<file path="src/rtl/pc_sequencer.sv">
// pc_sequencer: next-address and timing controller for the RiSC-16 FPGA program counter.
// Latency: address_next/wait_cycle/commit are combinational from instr/pc_cur and the cycle mirror; state updates on the commit edge.
// Backpressure: stall_req in the commit cycle suppresses commit and replays the instruction for a full period.
//
// Ports:
//   clk0, reset          clock and synchronous active-low reset
//   instr, pc_cur        instruction at the current PC and the PC value itself
//   eq_flag              regA==regB from the datapath (BEQ decision)
//   jalr_target          regB contents for JALR
//   stall_req            memory busy, only looked at in the commit cycle
//   address_next         to PC address_in
//   wait_cycle           to PC wait_cycle
//   commit               high in the cycle the current instruction retires
//   link_addr            zero-extended pc_cur+1 for JALR writeback
//   halted               core halted, cleared only by reset
//   instr_count          saturating retired-instruction counter
//   dbg_hold, dbg_step   single-step controls, present only with PCSEQ_SINGLE_STEP_EN
//
// Optional feature macro: PCSEQ_SINGLE_STEP_EN (adds STEP_HOLD state and the dbg_* inputs).
module pc_sequencer #(
   parameter int         ADDR_W   = 6,
   parameter logic [1:0] WAIT_ALU = 2'd1,
   parameter logic [1:0] WAIT_MEM = 2'd2,
   parameter logic [1:0] WAIT_BR  = 2'd1
) (
   input  logic              clk0,
   input  logic              reset,
   input  logic [15:0]       instr,
   input  logic [ADDR_W-1:0] pc_cur,
   input  logic              eq_flag,
   input  logic [15:0]       jalr_target,
   input  logic              stall_req,
`ifdef PCSEQ_SINGLE_STEP_EN
   input  logic              dbg_hold,
   input  logic              dbg_step,
`endif
   output logic [ADDR_W-1:0] address_next,
   output logic [1:0]        wait_cycle,
   output logic              commit,
   output logic [15:0]       link_addr,
   output logic              halted,
   output logic [15:0]       instr_count
);

`ifdef PCSEQ_SINGLE_STEP_EN
   typedef enum logic [1:0] {ST_RUN, ST_HALT, ST_STEP_HOLD} state_t;
`else
   typedef enum logic {ST_RUN, ST_HALT} state_t;
`endif

   state_t      state_q, state_d;
   logic [1:0]  cyc_q, cyc_d;
   logic [15:0] count_q, count_d;
`ifdef PCSEQ_SINGLE_STEP_EN
   // Set by a dbg_step pulse while held; lets one instruction run to commit.
   logic        step_q, step_d;
`endif

   // ---------------- decode ----------------
   logic [2:0] opcode;
   logic       is_mem, is_beq, is_jalr, is_halt;
   logic [1:0] class_wait;

   assign opcode  = instr[15:13];
   assign is_mem  = (opcode[2:1] == 2'b10);
   assign is_beq  = (opcode == 3'b110);
   assign is_jalr = (opcode == 3'b111);
   assign is_halt = is_jalr && (instr[6:0] != 7'd0);

   always_comb begin
      class_wait = WAIT_ALU;
      if (is_mem)
         class_wait = WAIT_MEM;
      else if (is_beq || is_jalr)
         class_wait = WAIT_BR;
   end

   // "active" means the instruction at pc_cur is allowed to execute its period.
   logic active;
`ifdef PCSEQ_SINGLE_STEP_EN
   assign active = (state_q == ST_RUN) || ((state_q == ST_STEP_HOLD) && step_q);
`else
   assign active = (state_q == ST_RUN);
`endif

   // When not active the PC is parked on itself with a zero wait, so both the PC's
   // counter and our mirror sit at 0 and stay aligned for the next real period.
   assign wait_cycle = active ? class_wait : 2'd0;

   logic boundary;
   assign boundary = (cyc_q == wait_cycle);
   assign commit   = active && boundary && !stall_req;

   // ---------------- address arithmetic (mod 2^ADDR_W) ----------------
   logic [15:0]       pc_ext, br_sum;
   logic [ADDR_W-1:0] pc_inc;

   assign pc_ext    = 16'(pc_cur);
   assign pc_inc    = pc_cur + ADDR_W'(1);
   assign br_sum    = pc_ext + 16'd1 + {{9{instr[6]}}, instr[6:0]};
   // Link value is taken before truncation: pc 63 links to 16'h0040.
   assign link_addr = pc_ext + 16'd1;

   always_comb begin
      address_next = pc_inc;
      if (!active || stall_req || is_halt)
         address_next = pc_cur;
      else if (is_beq && eq_flag)
         address_next = br_sum[ADDR_W-1:0];
      else if (is_jalr)
         address_next = jalr_target[ADDR_W-1:0];
   end

   // ---------------- next state ----------------
   always_comb begin
      state_d = state_q;
      cyc_d   = boundary ? 2'd0 : cyc_q + 2'd1;
      count_d = (commit && (count_q != 16'hFFFF)) ? count_q + 16'd1 : count_q;
`ifdef PCSEQ_SINGLE_STEP_EN
      step_d  = step_q;
`endif
      case (state_q)
         ST_RUN: begin
            if (commit) begin
               if (is_halt)
                  state_d = ST_HALT;
`ifdef PCSEQ_SINGLE_STEP_EN
               else if (dbg_hold)
                  state_d = ST_STEP_HOLD;
`endif
            end
         end
         ST_HALT: state_d = ST_HALT;
`ifdef PCSEQ_SINGLE_STEP_EN
         ST_STEP_HOLD: begin
            if (step_q) begin
               if (commit) begin
                  step_d = 1'b0;
                  if (is_halt)
                     state_d = ST_HALT;
                  else if (!dbg_hold)
                     state_d = ST_RUN;
               end
            end else if (!dbg_hold) begin
               state_d = ST_RUN;
            end else if (dbg_step) begin
               step_d = 1'b1;
            end
         end
`endif
         default: state_d = ST_RUN;
      endcase
   end

   always_ff @(posedge clk0) begin
      if (!reset) begin
         state_q <= ST_RUN;
         cyc_q   <= 2'd0;
         count_q <= 16'd0;
`ifdef PCSEQ_SINGLE_STEP_EN
         step_q  <= 1'b0;
`endif
      end else begin
         state_q <= state_d;
         cyc_q   <= cyc_d;
         count_q <= count_d;
`ifdef PCSEQ_SINGLE_STEP_EN
         step_q  <= step_d;
`endif
      end
   end

   assign halted      = (state_q == ST_HALT);
   assign instr_count = count_q;

   // Fields not used by the sequencer.
   logic unused_bits;
   assign unused_bits = ^{instr[12:7], jalr_target[15:ADDR_W], br_sum[15:ADDR_W]};

endmodule

</file>
<file path="config.mk">
export PLATFORM = sky130hd
export DESIGN_NAME = pc_sequencer
export DESIGN_NICKNAME = d
export VERILOG_FILES = /design/src/rtl/pc_sequencer.sv
export SDC_FILE = /design/constraint.sdc
export NUM_CORES = 1
export LEC_CHECK = 0
export CAP_MARGIN = 30
export CORE_ASPECT_RATIO = 1.5
export CORE_MARGIN = 1.5
export CORE_UTILIZATION = 36
export CTS_CLUSTER_SIZE = 10
export DETAILED_ROUTE_END_ITERATION = 6
export GPL_TIMING_DRIVEN = 0
export PLACE_DENSITY_LB_ADDON = 0.25
export SETUP_SLACK_MARGIN = 0.3
export SLEW_MARGIN = 20
export SYNTH_ARGS = -nofsm -noshare
export SYNTH_HDL_FRONTEND = slang
export SYNTH_SLANG_ARGS = --single-unit
</file>
<file path="constraint.sdc">
create_clock -name clk0 -period 2 [get_ports clk0]
set_clock_uncertainty 0.05 [all_clocks]
set_input_delay 0.2 -clock clk0 [delete_from_list [all_inputs] [get_ports clk0]]
set_output_delay 0.2 -clock clk0 [all_outputs]
set_load 0.01 [all_outputs]
</file>
==> Yosys cells after proc, flatten, opt, wreduce, memory -nomap -nowiden <==
Cells that the tools add are included.
{ "classes": {"n_addsub": 5, "n_eq_ne": 5, "n_mux": 8, "n_bitwise": 2, "n_reduce_logical": 10} }
{ "op_table": {"columns": ["op", "n"], "rows": [
  ["6-bit 2-to-1 mux", 3],
  ["16-bit by 1-bit adder with 16-bit output (second input constant)", 1],
  ["16-bit inequality test (second input constant)", 1],
  ["6-bit by 1-bit adder with 7-bit output (second input constant)", 1],
  ["7-bit nonzero test", 1],
  ["6-bit by 1-bit adder with 6-bit output (second input constant)", 1],
  ["6-bit adder", 1],
  ["3-bit equality test (second input constant)", 2],
  ["1-bit logical AND", 5],
  ["2-bit 2-to-1 mux", 2],
  ["2-bit by 1-bit adder with 2-bit output (second input constant)", 1],
  ["2-bit equality test", 1],
  ["2-bit equality test (second input constant)", 1],
  ["1-bit logical OR", 2],
  ["1-bit 2-to-1 mux", 2],
  ["1-bit NOT", 2],
  ["1-bit case mux with 2 select lines", 1],
  ["2-bit OR reduction", 1],
  ["1-bit zero test", 1]
]} }
{ "totals": {"reg_bits": 19, "output_inout_bits": 42, "wordCells": 33} }

==> Logic depth before layout (Yosys ltp) <==
{ "logic_depth": {"depth_word": 8, "depth_mapped": 8} }

==> Worst setup path before layout <==
No wires, ideal clock.
{ "synth_timing": {"path_type": "input to output", "startpoint": "in pc_cur[0]", "endpoint": "out address_next[4]", "arrival_time_ns": 1.962, "required_ns": 1.750, "path_slack_ns": -0.212, "stages": 8, "path_cell_list": "ha_1 > xor2_1 > ha_1 > a21o_1 > a21oi_1 > xor2_1 > mux2_2 > a21oi_1"} }
{ "synth_via": {"elab_chain_cells": 4, "elab_cells_between_ends": 6, "classes_between": "add/sub: 3; mux: 3"} }
{ "synth_lines": {"columns": ["element", "line_no", "rtl"], "rows": [
  ["start, declared", "29", "input logic [ADDR_W-1:0] pc_cur,"],
  ["6-bit by 1-bit adder with 7-bit output", null, null],
  ["named net link_addr[2]", "40", "output logic [15:0] link_addr,"],
  ["6-bit adder", "100", "assign br_sum = pc_ext + 16'd1 + {{9{instr[6]}}, instr[6:0]};"],
  ["6-bit 2-to-1 mux", "108", "else if (is_beq && eq_flag)"],
  ["6-bit 2-to-1 mux", "106", "if (!active || stall_req || is_halt)"],
  ["end, declared", "37", "output logic [ADDR_W-1:0] address_next,"]
]} }
The timed path passes the listed nets, and every way through them passes these cells.

==> Final worst setup path <==
{ "layout_timing": {"startpoint": "in instr[2]", "endpoint": "out address_next[2]"} }
{ "layout_via": {"elab_chain_cells": 4, "elab_cells_between_ends": 6, "classes_between": "add/sub: 1; mux: 2; reduce/logical: 3"} }
{ "layout_lines": {"columns": ["element", "line_no", "rtl"], "rows": [
  ["start, declared", "28", "input logic [15:0] instr,"],
  ["branches (longest 3 deep; another with 6-bit adder)", null, null],
  ["6-bit 2-to-1 mux (*)", "106", null]
]} }
Mark *: on every way between the ends.

==> flow_summary.yaml <==
worst_setup_path:
  cp_data_required_time_ns: 1.75
  crit_path_start_kind: "primary input"
  cp_max_fo: 8
  critPathKind: "primary input to primary output"
  endpoint_kind: "primary output"
  cp.arrival_ns: 1.87
clock_tree:
  numCtsBuffers: 3
  cts_sinks: 19
  cts_tree: "yes"
  clockRootBuffer: "clkbuf_8"
  clk-insertion-delay-late_ns: 0.27
  clkSlewWorstSetupHoldPaths_ns: 0.08
  clk_path_buf_depth: 2
  h-tree-depth: 1
yosys:
  yosys.area.top_type: "dfxtp_1"
  synth_area_leaders: "dfxtp_1, ha_1, a21oi_1, nor2_1, or4_1"
  async_reset_ff_frac: 0
  netlist_top_cells_count: "nor2_1, a21oi_1, dfxtp_1"
  synth_area_um2: 1580
  synth_most_common_cell: "nor2_1"
  syn_avg_cell_area_um2: 7.88
  ys_types: 51
  ys.flop_type: "dfxtp_1"
  ys_ff_latch: 19
  synth_top_area_share: 0.241
  yosys_warnings: 0
  synthCells: 200
  ys_seq_area_frac: 0.241
  synth_edf_count: 0
timing:
  worst-slew-pin-transition_ns: 0.522
  relSlewSlack: 0.652
  hold_viol: 0
  rsz0062_at_grt: "true"
  fin_crit_sh: 1.06
  slew_viol_final: 0
  period_minus_slack_ns: 2.12
  fmax_mhz: 472
  finalSetupViolCount: 13
  fin_ws_ns: -0.117
power:
  seqPwrFrac: 0.357
  pwr-share-clk: 0.258
  netSwitchingFraction: 0.307
  power.density_nw_per_um2: 388
  p_leak_nw: 1.11
  comb_power_share: 0.386
  worst_ir_drop_vdd_mv: 0.429
  switching_power_uw: 334
  internal_power_uw: 754
min_path:
  min_path_type: "flip-flop to flip-flop"
routing:
  drt-total-wl_um: 5030
  first_pass_iters: 6
  vias: 1845
  vias_per_cell: 5.43
  wl_per_cell_um: 14.8
  drtIter0Drc: 63
  final_antenna_net_count: 0
  drcViolationCount: 0
placed_design:
  place_ws_ns: -1.25
  place_congestion: 0.849
  dp_hpwl_um: 3480
  numPortBuffers: 58
  numPlacedInstances: 312
grt:
  grt_first_pass_wirelength_um: 8060
  grt-ovfl-total: 0
  grt_pass1_vias: 1755
  grt_max_degree: 12
  antenna_found_initial: 0
  grtUsageTotal: 0.210
flow_run:
  drv_cap: 0
floorplan:
  die_w_um: 57.0
  std_cell_rows: 29
  start_util: 0.374
  top_level_ports: 84
  dieHeight_um: 84.0
  dieArea_um2: 4790
  core_area_um2: 4210
finish:
  fin_cells: 340
  post-route-util: 0.666
  drive_gt1_frac: 0.391
  nNetsFinal: 346
  antenna_cells: 0
  syn2layout_area_growth_pct: 77.9
status:
  status: "complete, but fails checks"
  failed_checks: "setup timing"
worst max-delay path, stage by stage:
cell     delay, ns
buf_8         0.09
or4_4         0.54
o41ai_4       0.29
and2_4        0.21
buf_8         0.12
mux2_4        0.30
buf_6         0.12
worst paths after layout:
check,startpoint,endpoint,slack [ns],cells past startpoint
worst min-delay path,cyc_q[0],cyc_q[0],0.43,1
worst max-delay path,instr[2],address_next[2],-0.12,7
worst max register to register,halted,instr_count[14],-0.08,6
worst min register to register,cyc_q[0],cyc_q[0],0.43,1
kinds of logic after synthesis:
logic type,synth area share
flip-flops,0.241
other,0.00238
AO/OA/AOI/OAI,0.203
buffers and inverters,0.0794
adder cells (fa/ha/maj),0.0763
multiplexers,0.0492
AND/OR/NAND/NOR,0.279
XOR/XNOR,0.0699
registers in the layout, summed over array words and instances, names as in the netlist:
| register | cells |
|---|---|
| cyc_q | 2 |
| halted | 1 |
| instr_count | 16 |
stage by stage:
step / setup TNS (ns) / cell area, µm² / hold slack, ns / power [mW]
6_report: -0.852 / 2800 / 0.432 / 1.09
2_1_floorplan: 0 / 1810 / 0.360 / 0.622
4_1_cts: -0.810 / 2700 / 0.427 / 1.08
3_5_place_dp: -13.92 / 2450 / 0.417 / 0.779
3_3_place_gp: -13.80 / 2450 / 0.401 / 0.778
5_1_grt: -1.74 / 2800 / 0.449 / 1.14
layer usage:
layer | track usage | up-vias | routed length [µm]
met5 | 0 | - | 0
met3 | 0.00930 | 11 | 198
met4 | 0.108 | 0 | 161
met2 | 0.383 | 56 | 2710
met1 | 0.237 | 863 | 1960
li1 | - | 915 | -
layout make-up:
| cell class | instances | area, µm² |
|---|---|---|
| multi-input cells | 167 | 1410 |
| fillers | 367 | 1410 |
| repair buffers | 82 | 741 |
| flip-flops and latches | 19 | 397 |
| plain buffers | 16 | 133 |
| well taps | 46 | 57.6 |
| clock buffers | 3 | 41.3 |
| inverters | 6 | 22.5 |
| clock inverters | 1 | 5.00 |
placed cells by master (no fill, tap or decap), types with 4 or more instances in the layout:
| cell | netlist | final |
|---|---|---|
| buf_4 | 9 | 30 |
| clkdlybuf4s50_1 | 0 | 30 |
| nor2_1 | 20 | 17 |
| nand2_1 | 12 | 12 |
| a21oi_1 | 19 | 12 |
| buf_6 | 1 | 10 |
| dfxtp_1 | 19 | 10 |
| nand3_1 | 10 | 9 |
| conb_1 | 1 | 9 |
| buf_2 | 1 | 8 |
| a21oi_2 | 0 | 7 |
| dfxtp_2 | 0 | 7 |
| dlygate4sd2_1 | 0 | 7 |
| or4_4 | 1 | 6 |
| o31ai_1 | 8 | 6 |
| or4_1 | 10 | 5 |
| buf_8 | 0 | 4 |
| xnor2_1 | 6 | 4 |
| inv_1 | 5 | 4 |
| ha_4 | 0 | 4 |
power groups by stage:
stage / registers, mW / logic [mW] / clock network (mW)
floorplan: 0.398 / 0.224 / 0
global placement: 0.398 / 0.380 / 0
detailed placement: 0.398 / 0.381 / 0
CTS: 0.388 / 0.406 / 0.282
global route: 0.389 / 0.455 / 0.298
finish: 0.388 / 0.420 / 0.280
timing repair:
item	4_1_cts	5_1_grt
hold buffers	0	0
pin swaps	28	14
gates resized for setup	112	27
gates cloned	1	0
setup endpoints to repair	31	23
buffers inserted	18	5
Note: power is estimated with default switching activity, not from simulation.
